--- src/rtl/axi_lite_reg_slave.sv ---
// axi_lite_reg_slave
//   AXI4-Lite slave serving DEPTH word-addressed registers of DATA_SIZE bits.
//   Write and read channels are independent, each with one transaction
//   outstanding. Accesses at or beyond DEPTH*4 bytes get an error response.
//
// Ports
//   clk, reset        rising-edge clock, asynchronous active-high reset
//   aw*               write address channel (awsize ignored)
//   w*                write data channel (wlast ignored, single beat)
//   b*                write response channel (bresp: 0 OKAY, 1 error)
//   ar*               read address channel (arsize ignored)
//   r*                read data channel (rlast mirrors rvalid, rresp: 0 OKAY, 1 error)
module axi_lite_reg_slave #(
  parameter int DATA_SIZE = 32,
  parameter int ADDR_SIZE = 32,
  parameter int ID_SIZE   = 32,
  parameter int DEPTH     = 16
) (
  input  logic                 clk,
  input  logic                 reset,
  input  logic                 awvalid,
  output logic                 awready,
  input  logic [ADDR_SIZE-1:0] awaddr,
  input  logic [ID_SIZE-1:0]   awid,
  input  logic                 awsize,
  input  logic                 wvalid,
  output logic                 wready,
  input  logic [DATA_SIZE-1:0] wdata,
  input  logic                 wlast,
  output logic                 bvalid,
  input  logic                 bready,
  output logic                 bresp,
  output logic [ID_SIZE-1:0]   bid,
  input  logic                 arvalid,
  output logic                 arready,
  input  logic [ADDR_SIZE-1:0] araddr,
  input  logic [ID_SIZE-1:0]   arid,
  input  logic                 arsize,
  output logic                 rvalid,
  input  logic                 rready,
  output logic [DATA_SIZE-1:0] rdata,
  output logic                 rlast,
  output logic [ID_SIZE-1:0]   rid,
  output logic                 rresp
);

  localparam int IDX_W = $clog2(DEPTH);
  localparam logic [ADDR_SIZE-1:0] ADDR_LIMIT = ADDR_SIZE'(DEPTH * 4);

  typedef enum logic { W_IDLE, W_RESP } w_state_t;
  typedef enum logic { R_IDLE, R_DATA } r_state_t;

  // Single-beat protocol: size and last carry no information here.
  logic unused_inputs;
  assign unused_inputs = ^{awsize, arsize, wlast};

  // Write side state
  w_state_t             w_state_q, w_state_d;
  logic                 aw_held_q, aw_held_d;
  logic                 aw_ok_q, aw_ok_d;
  logic [IDX_W-1:0]     aw_idx_q, aw_idx_d;
  logic [ID_SIZE-1:0]   aw_id_q, aw_id_d;
  logic                 w_held_q, w_held_d;
  logic [DATA_SIZE-1:0] w_data_q, w_data_d;
  logic                 bvalid_q, bvalid_d;
  logic                 bresp_q, bresp_d;
  logic [ID_SIZE-1:0]   bid_q, bid_d;

  // Read side state
  r_state_t             r_state_q, r_state_d;
  logic                 rvalid_q, rvalid_d;
  logic                 rresp_q, rresp_d;
  logic [ID_SIZE-1:0]   rid_q, rid_d;
  logic [DATA_SIZE-1:0] rdata_q, rdata_d;

  // Register file
  logic [DATA_SIZE-1:0] regs_q [DEPTH];
  logic [DATA_SIZE-1:0] regs_d [DEPTH];

  // Readies depend only on state, never on the matching valid.
  assign awready = (w_state_q == W_IDLE) && !aw_held_q;
  assign wready  = (w_state_q == W_IDLE) && !w_held_q;
  assign arready = (r_state_q == R_IDLE);

  assign bvalid = bvalid_q;
  assign bresp  = bresp_q;
  assign bid    = bid_q;
  assign rvalid = rvalid_q;
  assign rlast  = rvalid_q;
  assign rresp  = rresp_q;
  assign rid    = rid_q;
  assign rdata  = rdata_q;

  // Write channel: collect AW and W in any order, then commit once both held.
  always_comb begin
    w_state_d = w_state_q;
    aw_held_d = aw_held_q;
    aw_ok_d   = aw_ok_q;
    aw_idx_d  = aw_idx_q;
    aw_id_d   = aw_id_q;
    w_held_d  = w_held_q;
    w_data_d  = w_data_q;
    bvalid_d  = bvalid_q;
    bresp_d   = bresp_q;
    bid_d     = bid_q;
    regs_d    = regs_q;
    case (w_state_q)
      W_IDLE: begin
        if (aw_held_q && w_held_q) begin
          w_state_d = W_RESP;
          bvalid_d  = 1'b1;
          bresp_d   = !aw_ok_q;
          bid_d     = aw_id_q;
          if (aw_ok_q) begin
            regs_d[aw_idx_q] = w_data_q;
          end
        end else begin
          if (awvalid && awready) begin
            aw_held_d = 1'b1;
            aw_ok_d   = (awaddr < ADDR_LIMIT);
            aw_idx_d  = awaddr[IDX_W+1:2];
            aw_id_d   = awid;
          end
          if (wvalid && wready) begin
            w_held_d = 1'b1;
            w_data_d = wdata;
          end
        end
      end
      W_RESP: begin
        if (bready) begin
          w_state_d = W_IDLE;
          bvalid_d  = 1'b0;
          aw_held_d = 1'b0;
          w_held_d  = 1'b0;
        end
      end
      default: w_state_d = W_IDLE;
    endcase
  end

  // Read channel: sample the array on the AR handshake. A write committing at
  // the same edge is not visible yet, so the read returns the old contents.
  always_comb begin
    r_state_d = r_state_q;
    rvalid_d  = rvalid_q;
    rresp_d   = rresp_q;
    rid_d     = rid_q;
    rdata_d   = rdata_q;
    case (r_state_q)
      R_IDLE: begin
        if (arvalid) begin
          r_state_d = R_DATA;
          rvalid_d  = 1'b1;
          rid_d     = arid;
          if (araddr < ADDR_LIMIT) begin
            rdata_d = regs_q[araddr[IDX_W+1:2]];
            rresp_d = 1'b0;
          end else begin
            rdata_d = '0;
            rresp_d = 1'b1;
          end
        end
      end
      R_DATA: begin
        if (rready) begin
          r_state_d = R_IDLE;
          rvalid_d  = 1'b0;
        end
      end
      default: r_state_d = R_IDLE;
    endcase
  end

  always_ff @(posedge clk or posedge reset) begin
    if (reset) begin
      w_state_q <= W_IDLE;
      aw_held_q <= 1'b0;
      aw_ok_q   <= 1'b0;
      aw_idx_q  <= '0;
      aw_id_q   <= '0;
      w_held_q  <= 1'b0;
      w_data_q  <= '0;
      bvalid_q  <= 1'b0;
      bresp_q   <= 1'b0;
      bid_q     <= '0;
      r_state_q <= R_IDLE;
      rvalid_q  <= 1'b0;
      rresp_q   <= 1'b0;
      rid_q     <= '0;
      rdata_q   <= '0;
    end else begin
      w_state_q <= w_state_d;
      aw_held_q <= aw_held_d;
      aw_ok_q   <= aw_ok_d;
      aw_idx_q  <= aw_idx_d;
      aw_id_q   <= aw_id_d;
      w_held_q  <= w_held_d;
      w_data_q  <= w_data_d;
      bvalid_q  <= bvalid_d;
      bresp_q   <= bresp_d;
      bid_q     <= bid_d;
      r_state_q <= r_state_d;
      rvalid_q  <= rvalid_d;
      rresp_q   <= rresp_d;
      rid_q     <= rid_d;
      rdata_q   <= rdata_d;
    end
  end

  // The whole array clears on reset, so each word is an ordinary flop bank.
  for (genvar gi = 0; gi < DEPTH; gi++) begin : g_regs
    always_ff @(posedge clk or posedge reset) begin
      if (reset) begin
        regs_q[gi] <= '0;
      end else begin
        regs_q[gi] <= regs_d[gi];
      end
    end
  end

endmodule

--- config.mk ---
export PLATFORM = sky130hd
export DESIGN_NAME = axi_lite_reg_slave
export DESIGN_NICKNAME = d
export VERILOG_FILES = /design/src/rtl/axi_lite_reg_slave.sv
export SDC_FILE = /design/constraint.sdc
export NUM_CORES = 1
export LEC_CHECK = 0
export ABC_CLOCK_PERIOD_IN_PS = 43600
export CORE_MARGIN = 3
export CORE_UTILIZATION = 50
export DETAILED_ROUTE_END_ITERATION = 16
export PLACE_DENSITY_LB_ADDON = 0.12
export SYNTH_ARGS = -nofsm -noshare
export SYNTH_HDL_FRONTEND = slang
export SYNTH_SLANG_ARGS = --single-unit
--- constraint.sdc ---
create_clock -name clk -period 43.6 [get_ports clk]
set_clock_uncertainty 0.15 [all_clocks]
set_input_delay 6.54 -clock clk [delete_from_list [all_inputs] [get_ports clk]]
set_output_delay 6.54 -clock clk [all_outputs]
set_load 0.02 [all_outputs]
After elaboration in Yosys (flattened, before gate mapping)

Index checks and enable logic that the tools add are counted.

Flip-flop bits (word level): 685
Bits in latches: 0
Memory bits (writable): 0
ROM bits: 0
Output and inout bits: 104
Word-level logic and storage cells: 92
Memories kept: 0

Add/subtract/negate cells: 0
Multiply operators: 0
Divide/modulo/power cells: 0
Magnitude comparators: 5
Equal/unequal tests: 7
Shift-type cells: 0
Multiplexer cells: 26
Bitwise gates (word level): 5
Reduce and logical (&&, ||, !) cells: 18

Operator list:

| operator              | number |
|---|---|
| $bwmux W512           | 1 |
| $bmux W32 S4          | 1 |
| $demux W32 S4         | 1 |
| $mux W32              | 4 |
| $lt A32 B7 Y1 const B | 2 |
| $reduce_and A3 Y1     | 5 |
| $mux W1               | 13 |
| $pmux W1 S2           | 6 |
| $ge A5 B5 Y1 const B  | 2 |
| $not A4 Y5            | 2 |
| $ne A2 B2 Y1 const B  | 4 |
| $reduce_and A2 Y1     | 4 |
| $logic_and A1 B1 Y1   | 6 |
| $ne A2 B1 Y1 const B  | 3 |
| $lt A5 B1 Y1 const B  | 1 |
| $logic_not A1 Y1      | 3 |
| $not A1 Y1            | 3 |

Logic depth before layout (Yosys ltp)

Depth in word-level cells: 6
Mapped depth: 7
Gate-level depth less buffers: 4

Worst setup path before layout

No wires, ideal clock.

Kind: input port to flip-flop
Start: input araddr[18]
End: register rdata_q[1], in the netlist rdata[1]
Arrival: 7878 ps
Required time: 43355 ps
Slack: 35477 ps
Stages: 5
Path buffers: 1
Path through: or4_1 nor4_1 nand4_1 clkbuf_1 o31ai_1

Longest elaborated chain between the ends: 2

Ends and longest elaborated chain:

| item                 | line | source |
|---|---|---|
| from (decl)          | 36   | `input logic [ADDR_SIZE-1:0] araddr,` |
| $lt A32 B7 Y1        | 156  | `if (araddr < ADDR_LIMIT) begin` |
| $mux W32             | 156  |  |
| to (signal assigned) | 207  | `rdata_q <= rdata_d;` |
| to (decl)            | 74   | `logic [DATA_SIZE-1:0] rdata_q, rdata_d;` |

No other way between the ends.
A chain may end at the register's enable or synchronous reset.

==> results.py <==
metrics = {
    "outcome": {
        "status": "completed",
    },
    "critical_path": {
        "crit_type": "in -> async",
        "rrSetupSlack_ns": 40.52,
        "path_buf_inv": 6,
        "critPathSlowestCell": "buf_4",
        "start_kind": "primary input",
        "cp_cell_sequence": "clkdlybuf4s50_1 -> inv_8 -> buf_12 -> buf_4 -> buf_4 -> buf_4",
        "cp.required_ns": 44.01,
        "crit_path_end_kind": "async pin",
        "crit_cells": 6,
        "r2r_start": "w_state_q",
        "timing.critical_path.mode_cell": "buf_4",
        "r2r_end": "regs_q[502]",
        "rr_worst_depth": 5,
        "cpLargestDelayFamily": "buffers and inverters",
        "cp_max_fo": 169,
        "arrival_ns": 11.17,
        "max_stage_delay_ns": 0.94,
    },
    "cts": {
        "clk_latency_ns": 0.61,
        "tritoncts": "built",
        "cts_setup_buffers": 0,
        "clk_pin_slew_ns": 0.05,
        "htreeDepth": 3,
        "cts-resized-gates": 0,
        "hold_buffers": 0,
        "clockBufferDepth": 3,
        "cts.sinks": 685,
        "cts_made_buffers": 73,
        "root_buffer": "clkbuf_16",
    },
    "die": {
        "dieArea_sq_um": 62400,
        "num_io_pins": 274,
        "initial_core_util_pct": 51.0,
        "core-area_sq_um": 58200,
        "fp.dieH_microns": 250,
        "fp-row-count": 88,
        "die_x_microns": 250,
    },
    "power": {
        "ir_drop_v": 0.0000438,
        "p_leak_nw": 17.0,
        "p_switching_mw": 0.453,
        "p_per_area_nw_per_um2": 46.5,
        "p_int_mw": 1.19,
        "p_clk_share_pct": 37.9,
        "swShare_pct": 27.5,
        "p_comb_share_pct": 14.6,
        "sequentialPowerShare_pct": 47.5,
    },
    "timing": {
        "rsz0062_at_grt": "no",
        "hold_ws_ns": 0.323,
        "slew_violations": 0,
        "setup_viol": 0,
        "final.setup.tns_ns": 0,
        "tightest_slew_ns": 1.22,
        "relSlewSlack_pct": 18.5,
        "min_period_over_period_pct": 24.7,
        "hold_viol": 0,
        "period_minus_slack_ns": 10.76,
        "fmax_mhz": 92.9,
    },
    "yosys": {
        "syn_inst": 2181,
        "synth_top_area_share_pct": 57.7,
        "synth.most_common_cell": "dfrtp_1",
        "seq_area_frac_synth_pct": 57.7,
        "yosys-top-cells-count": "dfrtp_1, mux2_2, mux2i_1",
        "synth_edf_count": 0,
        "synth_area_sq_um": 29700,
        "ys_async_sr_fraction_pct": 100,
        "synth-seq-cells": 685,
        "synth_top_area_cell": "dfrtp_1",
        "syn_avg_cell_area_sq_um": 13.6,
        "synth.area.top_cells": "dfrtp_1, mux2_2, mux2i_1",
        "synth_ff_type": "dfrtp_1",
        "synthesis.nets": 2351,
        "synth_cell_type_count": 34,
        "yosysWarnings": 0,
    },
    "min_path": {
        "holdCritStartpoint": "rid[11]",
        "min-delay-path-class": "reg -> reg",
        "min_path_cells": 2,
        "hold_path_end": "rid[11]",
    },
    "finish": {
        "drive_gt1_share_pct": 31.7,
        "layout.cells.non_filler": 3205,
        "num-nets-final": 2555,
        "fillers": 4494,
        "syn2layout_area_growth_pct": 19.1,
        "num_antenna_cells": 0,
    },
    "detailed_routing": {
        "ant_nets": 0,
        "routedWlPerCell_microns": 22.8,
        "drt_wl_total_microns": 73200,
        "viasPerCell": 5.75,
        "vias": 18400,
        "dr.pass1.iters": 5,
        "drtIter0Drc": 890,
        "drc": 0,
    },
    "global_route": {
        "grt_max_degree": 170,
        "first_global_vias": 19500,
        "grt_first_pass_wirelength_microns": 114000,
        "grt_usage_pct": 23.3,
        "antenna_found_initial": 0,
        "grt_overflow": 0,
    },
    "place": {
        "io_buffer_count": 266,
        "placed_cells": 3075,
        "dp_hpwl_microns": 39400,
        "gp_congestion": 0.759,
    },
    "job": {
        "drv_cap": 0,
    },
}
[worst max path at each step]
stage / from / endpoint / slack, ns
2_1_floorplan: reset / aw_held_q / 17.71
3_3_place_gp: reset / regs_q[465] / 32.08
3_5_place_dp: reset / regs_q[337] / 31.96
4_1_cts: reset / regs_q[81] / 32.59
5_1_grt: reset / regs_q[466] / 32.07
6_report: reset / regs_q[80] / 32.84
[layer usage]
layer  part of all wire [%]  GRT usage [%]  up-vias
li1                       -              -     8237
met1                     43           30.3     9604
met2                     50           40.4      439
met3                    4.7           3.97      137
met4                    2.6           6.73        0
met5                      0              0        -
[final cells by class]
| cell class | instances | area, sq um | share of cell area, % |
|---|---|---|---|
| Clock buffer | 117 | 2290 | 6.46 |
| Clock inverter | 13 | 150 | 0.424 |
| Inverter | 6 | 30.0 | 0.0848 |
| Multi-Input combinational cell | 1318 | 11900 | 33.6 |
| Sequential cell | 685 | 17100 | 48.4 |
| Tap cell | 765 | 957 | 2.70 |
| Timing Repair Buffer | 301 | 2940 | 8.32 |
[sequential cells by signal (all words and copies together) (netlist names), 4 cells and up]
register  flops
aw_idx_q      4
aw_id_q      32
bid          32
regs_q      512
rdata        32
w_data_q     32
rid          32
[cells in the final DEF (no fill, tap or decap), drive strengths merged, types with 32 or more instances in the layout]
cell           instances
dfrtp                685
mux2                 613
clkdlybuf4s50        265
mux2i                252
nand2                136
clkbuf               117
o22ai                 95
nor3                  64
nor2                  48
buf                   36
o21ai                 35
o31ai                 32
[power groups by stage]
stage | clock, mW | combinational, mW | sequential, mW
floorplan | 0 | 0.149 | 0.769
global placement | 0 | 0.240 | 0.786
finish | 0.623 | 0.240 | 0.782
global route | 0.662 | 0.258 | 0.796
detailed placement | 0 | 0.244 | 0.793
CTS | 0.637 | 0.245 | 0.782
[metrics by stage]
step                      cell area (sq um)  total power [mW]  setup WS (ns)  util, %
after global routing                  35400              1.72          32.07     60.8
after floorplan                       29700             0.918          17.71        -
after CTS                             35400              1.66          32.59     60.8
after global placement                33000              1.03          32.08     56.6
after detailed placement              33000              1.04          31.96     56.6
final                                 35400              1.65          32.84     60.8
[worst register-to-register path: cells and delay by family (launching register included)]
| family | cells | cell delay (ns) |
|---|---|---|
| buffers and inverters | 1 | 0.63 |
| DFF | 1 | 0.44 |
| muxes | 1 | 0.43 |
| and+or+nand+nor | 3 | 1.31 |
[cell families after synthesis]
family | synth area share, %
muxes | 31.9
DFF | 57.7
and+or+nand+nor | 4.29
buffers and inverters | 2.68
AOI/OAI and AO/OA | 3.50
(Power assumes the default switching activity.)
